==> src/rtl/tug_pkg.sv <==
// Shared types for the tug-of-war match sequencer and the playfield winner encoding.
package tug_pkg;

    typedef enum logic [1:0] {
        CLEAR = 2'd0,
        PLAY  = 2'd1,
        HOLD  = 2'd2,
        DONE  = 2'd3
    } state_t;

    localparam logic [1:0] WIN_NONE  = 2'b00;
    localparam logic [1:0] WIN_LEFT  = 2'b10;
    localparam logic [1:0] WIN_RIGHT = 2'b01;

    // Exactly one side flagged; 11 from the playfield is treated as no result.
    function automatic logic is_win(input logic [1:0] w);
        return (w == WIN_LEFT) || (w == WIN_RIGHT);
    endfunction

endpackage

==> src/rtl/tug_match_ctrl_score_counter.sv <==
// Saturating 3-bit round-win counter with synchronous clear.
module score_counter #(
    parameter int MAX = 7
) (
    input  logic       clk,
    input  logic       reset,
    input  logic       inc,
    output logic [2:0] count
);

    localparam logic [2:0] MAX3 = 3'(MAX);

    always_ff @(posedge clk) begin
        if (reset)
            count <= 3'd0;
        else if (inc && count != MAX3)
            count <= count + 3'd1;
    end

endmodule

==> src/rtl/tug_match_ctrl.sv <==
// Best-of-N match sequencer: gates presses into the playfield, scores rounds,
// freezes each result for HOLD_CYCLES, then re-arms or declares the match.
module tug_match_ctrl
    import tug_pkg::*;
#(
    parameter int WIN_SCORE   = 7,
    parameter int HOLD_CYCLES = 4
) (
    input  logic       clk,
    input  logic       reset,
    input  logic       L_in,
    input  logic       R_in,
    input  logic [1:0] winner,
    output logic       pf_reset,
    output logic       pf_L,
    output logic       pf_R,
    output logic [2:0] score_l,
    output logic [2:0] score_r,
    output logic       match_over,
    output logic [1:0] match_winner
);

    localparam int          CW        = $clog2(HOLD_CYCLES + 1);
    localparam logic [CW-1:0] HOLD_LAST = CW'(HOLD_CYCLES - 1);
    localparam logic [2:0]  WIN3      = 3'(WIN_SCORE);

    state_t          state;
    logic [CW-1:0]   hold_cnt;
    logic [1:0]      inc;
    logic [1:0][2:0] score;
    logic            in_play;

    assign in_play  = (state == PLAY) && !reset;
    assign pf_reset = reset || (state == CLEAR);
    assign pf_L     = in_play && L_in;
    assign pf_R     = in_play && R_in;

    // Side index follows the winner code bit: [1] = left, [0] = right.
    for (genvar s = 0; s < 2; s++) begin : g_side
        assign inc[s] = in_play && is_win(winner) && winner[s];
        score_counter #(.MAX(WIN_SCORE)) u_score (
            .clk   (clk),
            .reset (reset),
            .inc   (inc[s]),
            .count (score[s])
        );
    end

    assign score_l = score[1];
    assign score_r = score[0];

    always_ff @(posedge clk) begin
        if (reset) begin
            state        <= CLEAR;
            hold_cnt     <= '0;
            match_over   <= 1'b0;
            match_winner <= WIN_NONE;
        end else begin
            case (state)
                CLEAR: state <= PLAY;
                PLAY: begin
                    if (is_win(winner)) begin
                        state    <= HOLD;
                        hold_cnt <= '0;
                    end
                end
                HOLD: begin
                    // Scores already reflect the round just won by the time we exit.
                    if (hold_cnt == HOLD_LAST) begin
                        if (score_l == WIN3 || score_r == WIN3) begin
                            state        <= DONE;
                            match_over   <= 1'b1;
                            match_winner <= (score_l == WIN3) ? WIN_LEFT : WIN_RIGHT;
                        end else begin
                            state <= CLEAR;
                        end
                    end else begin
                        hold_cnt <= hold_cnt + CW'(1);
                    end
                end
                DONE:    state <= DONE;
                default: state <= CLEAR;
            endcase
        end
    end

endmodule
==> config.mk <==
export PLATFORM = sky130hd
export DESIGN_NAME = tug_match_ctrl
export DESIGN_NICKNAME = d
export VERILOG_FILES = /design/src/rtl/tug_pkg.sv /design/src/rtl/tug_match_ctrl_score_counter.sv /design/src/rtl/tug_match_ctrl.sv
export SDC_FILE = /design/constraint.sdc
export NUM_CORES = 1
export LEC_CHECK = 0
export ABC_AREA = 1
export BUFFER_PORTS_ARGS = -buffer_cell sky130_fd_sc_hd__buf_2
export CAP_MARGIN = 5
export CORE_ASPECT_RATIO = 1.1
export CORE_UTILIZATION = 25
export CTS_BUF_LIST = sky130_fd_sc_hd__clkbuf_4
export DETAILED_ROUTE_END_ITERATION = 7
export PLACE_DENSITY_LB_ADDON = 0.2
export SYNTH_ARGS = -nofsm -noshare
export SYNTH_HDL_FRONTEND = slang
export SYNTH_SLANG_ARGS = --single-unit
export TNS_END_PERCENT = 5
==> constraint.sdc <==
create_clock -name clk -period 1.5 [get_ports clk]
set_clock_uncertainty 0.2 [all_clocks]
set_input_delay 0.075 -clock clk [delete_from_list [all_inputs] [get_ports clk]]
set_output_delay 0.075 -clock clk [all_outputs]
set_load 0.01 [all_outputs]
Yosys cells after proc, flatten, opt, wreduce, memory -nomap -nowiden --
Index checks and enable logic that the tools add are counted. W data, S select, Z words.
Storage, ports and cells: output and inout port bits 12, logic and storage cells 47, input bits 6, memory bits (writable) 0, memories 0, bits in registers 14, bits in latches 0, ROM bits 0
Operators by class: eq/ne operators 13, multiplexer cells 8, $mul 0, reduce and logical (&&, ||, !) cells 17, add/subtract/negate cells 3, bitwise operators 0, magnitude comparators 0, div/mod/pow operators 0, shift operators 0
Operators by type and width (count):
- $add A3 B1 Y3 const B | 3
- $logic_and A1 B1 Y1 | 8
- $mux W2 | 4
- $pmux W2 S4 | 1
- $eq A2 B2 Y1 const B | 3
- $eq A3 B3 Y1 const B | 2
- $mux W3 | 2
- $ne A3 B3 Y1 const B | 2
- $pmux W3 S2 | 1
- $reduce_and A3 Y1 | 2
- $eq A2 B1 Y1 const B | 2
- $ne A2 B2 Y1 const B | 2
- $eq A3 B2 Y1 const B | 1
- $logic_or A1 B1 Y1 | 3
- $logic_not A2 Y1 | 1
- $ne A2 B1 Y1 const B | 1
- $reduce_and A2 Y1 | 1
- $reduce_bool A2 Y1 | 1
- $logic_not A1 Y1 | 1

Logic depth before layout (Yosys ltp) --
depth after elaboration 5, mapped depth 8, gate-level depth less buffers 8

Hierarchy --
From an unflattened synthesis, not the netlist that was laid out.
Unflattened totals: cell total of the unflattened synthesis 117, area, all modules 779.5 µm²
By module, submodules not included:
- tug_match_ctrl | cells each 71, seq. area each 160.2 µm², instances 1, area an instance 461.7 µm²
- score_counter | cells each 23, seq. area each 60.1 µm², instances 2, area an instance 158.9 µm²

Worst setup path after synthesis --
Ideal clock, no wire load.
path kind register -> register, start register g_side[0].u_score.count[0], end register g_side[0].u_score.count[0], path slack -0.036 ns, stages on the path, launching flop included 8, required time 1.187 ns, data arrival time 1.223 ns, path through dfxtp_1 ha_1 ha_1 nand3b_1 nor2_4 nand2_1 nand2_1 nor2_1
Between the ends: word-level cells in the longest chain between the ends 2, elaborated cells on any way between the ends 3, classes of those cells add/sub (1); eq/ne (1); reduce/logical (1)
Ends and longest elaborated chain:
- start, declared | RTL line tug_match_ctrl_score_counter.sv:8 | output logic [2:0] count
- start signal, assigned | RTL line tug_match_ctrl_score_counter.sv:17 | count <= count + 3'd1;
- parallel branches: the longest is 2 deep, another holds $add A3 B1 Y3
Parallel ways; which one is timed is not known. A chain may end at the register's enable or synchronous reset.

Worst setup path after layout --
start register g_side[0].u_score.count[1], end register g_side[0].u_score.count[0]
Between the ends: word-level cells in the longest chain between the ends 2
Ends and longest elaborated chain:
- $ne A3 B3 Y1 | RTL line tug_match_ctrl_score_counter.sv:16 | else if (inc && count != MAX3)
- $logic_and A1 B1 Y1 | RTL line tug_match_ctrl_score_counter.sv:16
Every way passes these cells.

==> results.cfg <==
[synthesis]
synth_simple_gate_area_share_pct = 37.3
synthTopCellsByArea = sky130_fd_sc_hd__dfxtp_1, sky130_fd_sc_hd__nand2_1, sky130_fd_sc_hd__nor2_1, sky130_fd_sc_hd__ha_1, sky130_fd_sc_hd__inv_1
post_synth.cell_area_avg_um2 = 7.05
synthMostInstantiatedCell = sky130_fd_sc_hd__nand2_1
largest_family_of_logic_cells_by_synthesized_area = simple AND/OR/NAND/NOR gates
synth-compound-area-share_pct = 6.19
netlist_instances = 109
synth-seq-cells = 14
synth-xor-area-share_pct = 0
asyncSetResetFlopFracSynth_pct = 0
ys_warn_count = 0
synth_edf_count = 0
synth_ff_type = sky130_fd_sc_hd__dfxtp_1
synth_seq_area_share_pct = 36.5
synth_area_um2 = 768
top_cells_by_count_synth = sky130_fd_sc_hd__nand2_1, sky130_fd_sc_hd__nor2_1, sky130_fd_sc_hd__inv_1, sky130_fd_sc_hd__dfxtp_1
muxShareOfSynthArea_pct = 0
yosys.area.top_type_share_pct = 36.5
post-synth-top-area-cell = sky130_fd_sc_hd__dfxtp_1
number_of_different_library_cells_in_the_post_synthesis_netlist = 16
syn-num-nets = 121
synth_adder_area_share_pct = 9.77

[job]
count_of_maximum_capacitance_violations = 0

[grt]
grt_pass1_vias = 698
grt_remaining_overflow = 0
grt_pass1_wl_um = 2770
number_of_antenna_violations_at_the_first_check_in_global_routing = 0
grt_max_degree = 12
globalRouteTotalUtil_pct = 12.1

[setup_path]
end_kind = flop
critical_path_arrival_ps = 1470
crit_buf_inv = 0
critPathLaunch = g_side[0].u_score.count[1]
cp_slowest_stage_delay_ps = 340
critical_path_depth = 7
critPathLaunchType = flop
timing_worst_setup_path_type = flop to flop
crit_path_top_delay_cell = sky130_fd_sc_hd__dfxtp_2
regToRegStartpoint = g_side[0].u_score.count[1]
worst-r2r-cell-count = 7
largest_delay_share_family_worst_path = simple AND/OR/NAND/NOR gates
cp.required_ps = 1480
worstPathCellList = ha_4 > ha_4 > nand3b_1 > nor2_4 > nand2_1 > nand2_1 > nor2_1
worst_path_fanout_max = 6

[drt]
route.detailed.drc = 0
drt_first_pass_iters = 4
drtAntennaViolNets = 0
vias_cell = 4.42
wl_met2_um = 822
wl_per_cell_um = 9.53
drt-total-wl_um = 1630
dr.first_iter.drc_count = 5
wirelength_met1_um = 704
top_layer_used = met4
vias = 756
wl_met3_um = 72

[placement]
post-dp-hpwl_um = 1280
io_buffer_count = 17
gpl.final_weighted_congestion = 0.711

[power_and_ir_drop]
peakVddDrop_v = 0.000576
comb_power_share_pct = 36.9
p_leak_nw = 0.519
p_sw_mw = 0.410
fin_total_pwr_mw = 1.11
power.internal_mw = 0.700
power.sequential.fraction_pct = 43.8
p_sw_share_pct = 37.0
pwr-share-clk_pct = 19.3
power_density_nw_per_um2 = 1060

[layout]
drive_above_1_share_pct = 37.0
area.growth.synth_to_final_pct = 35.7
design.final.nets = 152
antenna_cells = 0

[die]
ioPinCount = 18
die_height_um = 60.1
row_count = 20
fp.dieArea_um2 = 3300
initial_core_util_pct = 26.9
core_area_um2 = 2850
die-width_um = 54.9

[status]
outcome = completed

[sta]
final-max-slew-violation-count = 0
layout_min_cycle_time_ps = 1490
slew-limit-headroom_pct = 86.7
report.final.setup_viol = 0
part_of_the_cycle_the_worst_path_needs_pct = 99.6
fin_hold_ws_ps = 9.84
maxClockFrequency_mhz = 669
timing.final.hold_violations = 0
rsz_0062_raised_after_global_routing = yes
max_slew.worst_pin.slew_ps = 200

[min_path]
whs_path_depth = 5
holdCritPathClass = input port to flop
hold_path.startpoint = winner[1]

[clock_tree]
post-cts-setup-buffer-count = 0
clk_transition_reported_paths_ps = 80
cts_root_buf = sky130_fd_sc_hd__clkbuf_4
clkLatencyLatePin_ps = 280
htree_num_levels = 1
clock_path_buffers = 2
tritoncts.num_buffers = 3
clock_sink_count = 14
cts_tree = yes
[sequential cells by signal (all words and copies together), names as in the netlist]
name                  flops
g_side.u_score.count      6
hold_cnt                  3
match_over                1
match_winner              2
state                     2
[power groups by stage]
stage	combinational [mW]	clock (mW)	sequential (mW)
6_report	0.410	0.214	0.486
3_5_place_dp	0.384	0	0.484
4_1_cts	0.399	0.224	0.482
2_1_floorplan	0.269	0	0.483
5_1_grt	0.469	0.240	0.493
3_3_place_gp	0.369	0	0.482
[worst register-to-register path: cells and delay by family, from the launching register on]
family | cells | cell delay (ps)
flops | 1 | 340
simple gates | 5 | 520
fa+ha+maj | 2 | 320
[logic make-up (layout without fill, tap and decap cells)]
kind of cell / after synthesis / after routing
simple gates: 61 / 61
fa+ha+maj: 6 / 6
compound gates: 9 / 9
flops: 14 / 14
buf+inv: 19 / 48
[path summary, 6_finish.rpt]
path,to,slack [ps]
worst max-delay path,g_side[0].u_score.count[0],6
worst min-delay path,g_side[1].u_score.count[2],10
worst max register to register,g_side[0].u_score.count[0],6
worst min register to register,match_over,270
[metrics by stage]
step                      util, %  TNS, ps  std cells  cell area (µm²)  setup WS (ps)
after floorplan                 -        0        109              769           4.75
after global placement       33.4     -336        167              952          -76.3
after detailed placement     33.4     -410        167              952          -83.8
after CTS                    35.7    -81.5        171             1020          -27.8
after global routing         36.5     -549        171             1040          -88.0
final                        36.5        0        171             1040           5.56
[area by class of cell]
| type | instances | area [µm²] |
|---|---|---|
| inverter | 18 | 67.6 |
| tap | 33 | 41.3 |
| fill | 324 | 1810 |
| clock buffer | 3 | 22.5 |
| multi-input combinational | 76 | 459 |
| timing repair buffer | 27 | 163 |
| sequential | 14 | 289 |
[timing repair]
| action | CTS | global route |
|---|---|---|
| hold endpoints to repair | 4 | 0 |
| resized for setup | 8 | 12 |
| endpoints found under the setup margin | 13 | 16 |
| pin swaps | 3 | 8 |
| hold buffers | 1 | 0 |
[placed cells by master, fill, tap and decap left out]
cell	netlist	final
sky130_fd_sc_hd__inv_2	1	3
sky130_fd_sc_hd__dlygate4sd3_1	0	1
sky130_fd_sc_hd__nand2_1	25	24
sky130_fd_sc_hd__nor2_2	0	1
sky130_fd_sc_hd__buf_4	0	9
sky130_fd_sc_hd__nand3b_1	1	1
sky130_fd_sc_hd__o21ai_0	2	1
sky130_fd_sc_hd__ha_1	6	2
sky130_fd_sc_hd__nand3_2	1	3
sky130_fd_sc_hd__o21ai_1	0	1
sky130_fd_sc_hd__nand3_1	6	4
sky130_fd_sc_hd__ha_2	0	2
sky130_fd_sc_hd__a21boi_1	0	1
sky130_fd_sc_hd__a21oi_1	6	6
sky130_fd_sc_hd__buf_2	0	17
sky130_fd_sc_hd__nor2_4	4	4
sky130_fd_sc_hd__nand2_4	1	2
sky130_fd_sc_hd__inv_1	17	15
sky130_fd_sc_hd__ha_4	0	2
sky130_fd_sc_hd__dfxtp_1	14	9
sky130_fd_sc_hd__dfxtp_2	0	4
sky130_fd_sc_hd__nand4_1	1	1
sky130_fd_sc_hd__dfxtp_4	0	1
sky130_fd_sc_hd__clkbuf_4	0	3
sky130_fd_sc_hd__nor2_1	22	21
[routing by layer]
metal  global-route usage, %  vias to the layer above
li1                        -                      396
met1                    12.9                      341
met2                    20.5                       15
met3                    4.58                        4
met4                    5.49                        0
met5                       0                        -
Note: power is estimated with default switching activity, not from simulation.
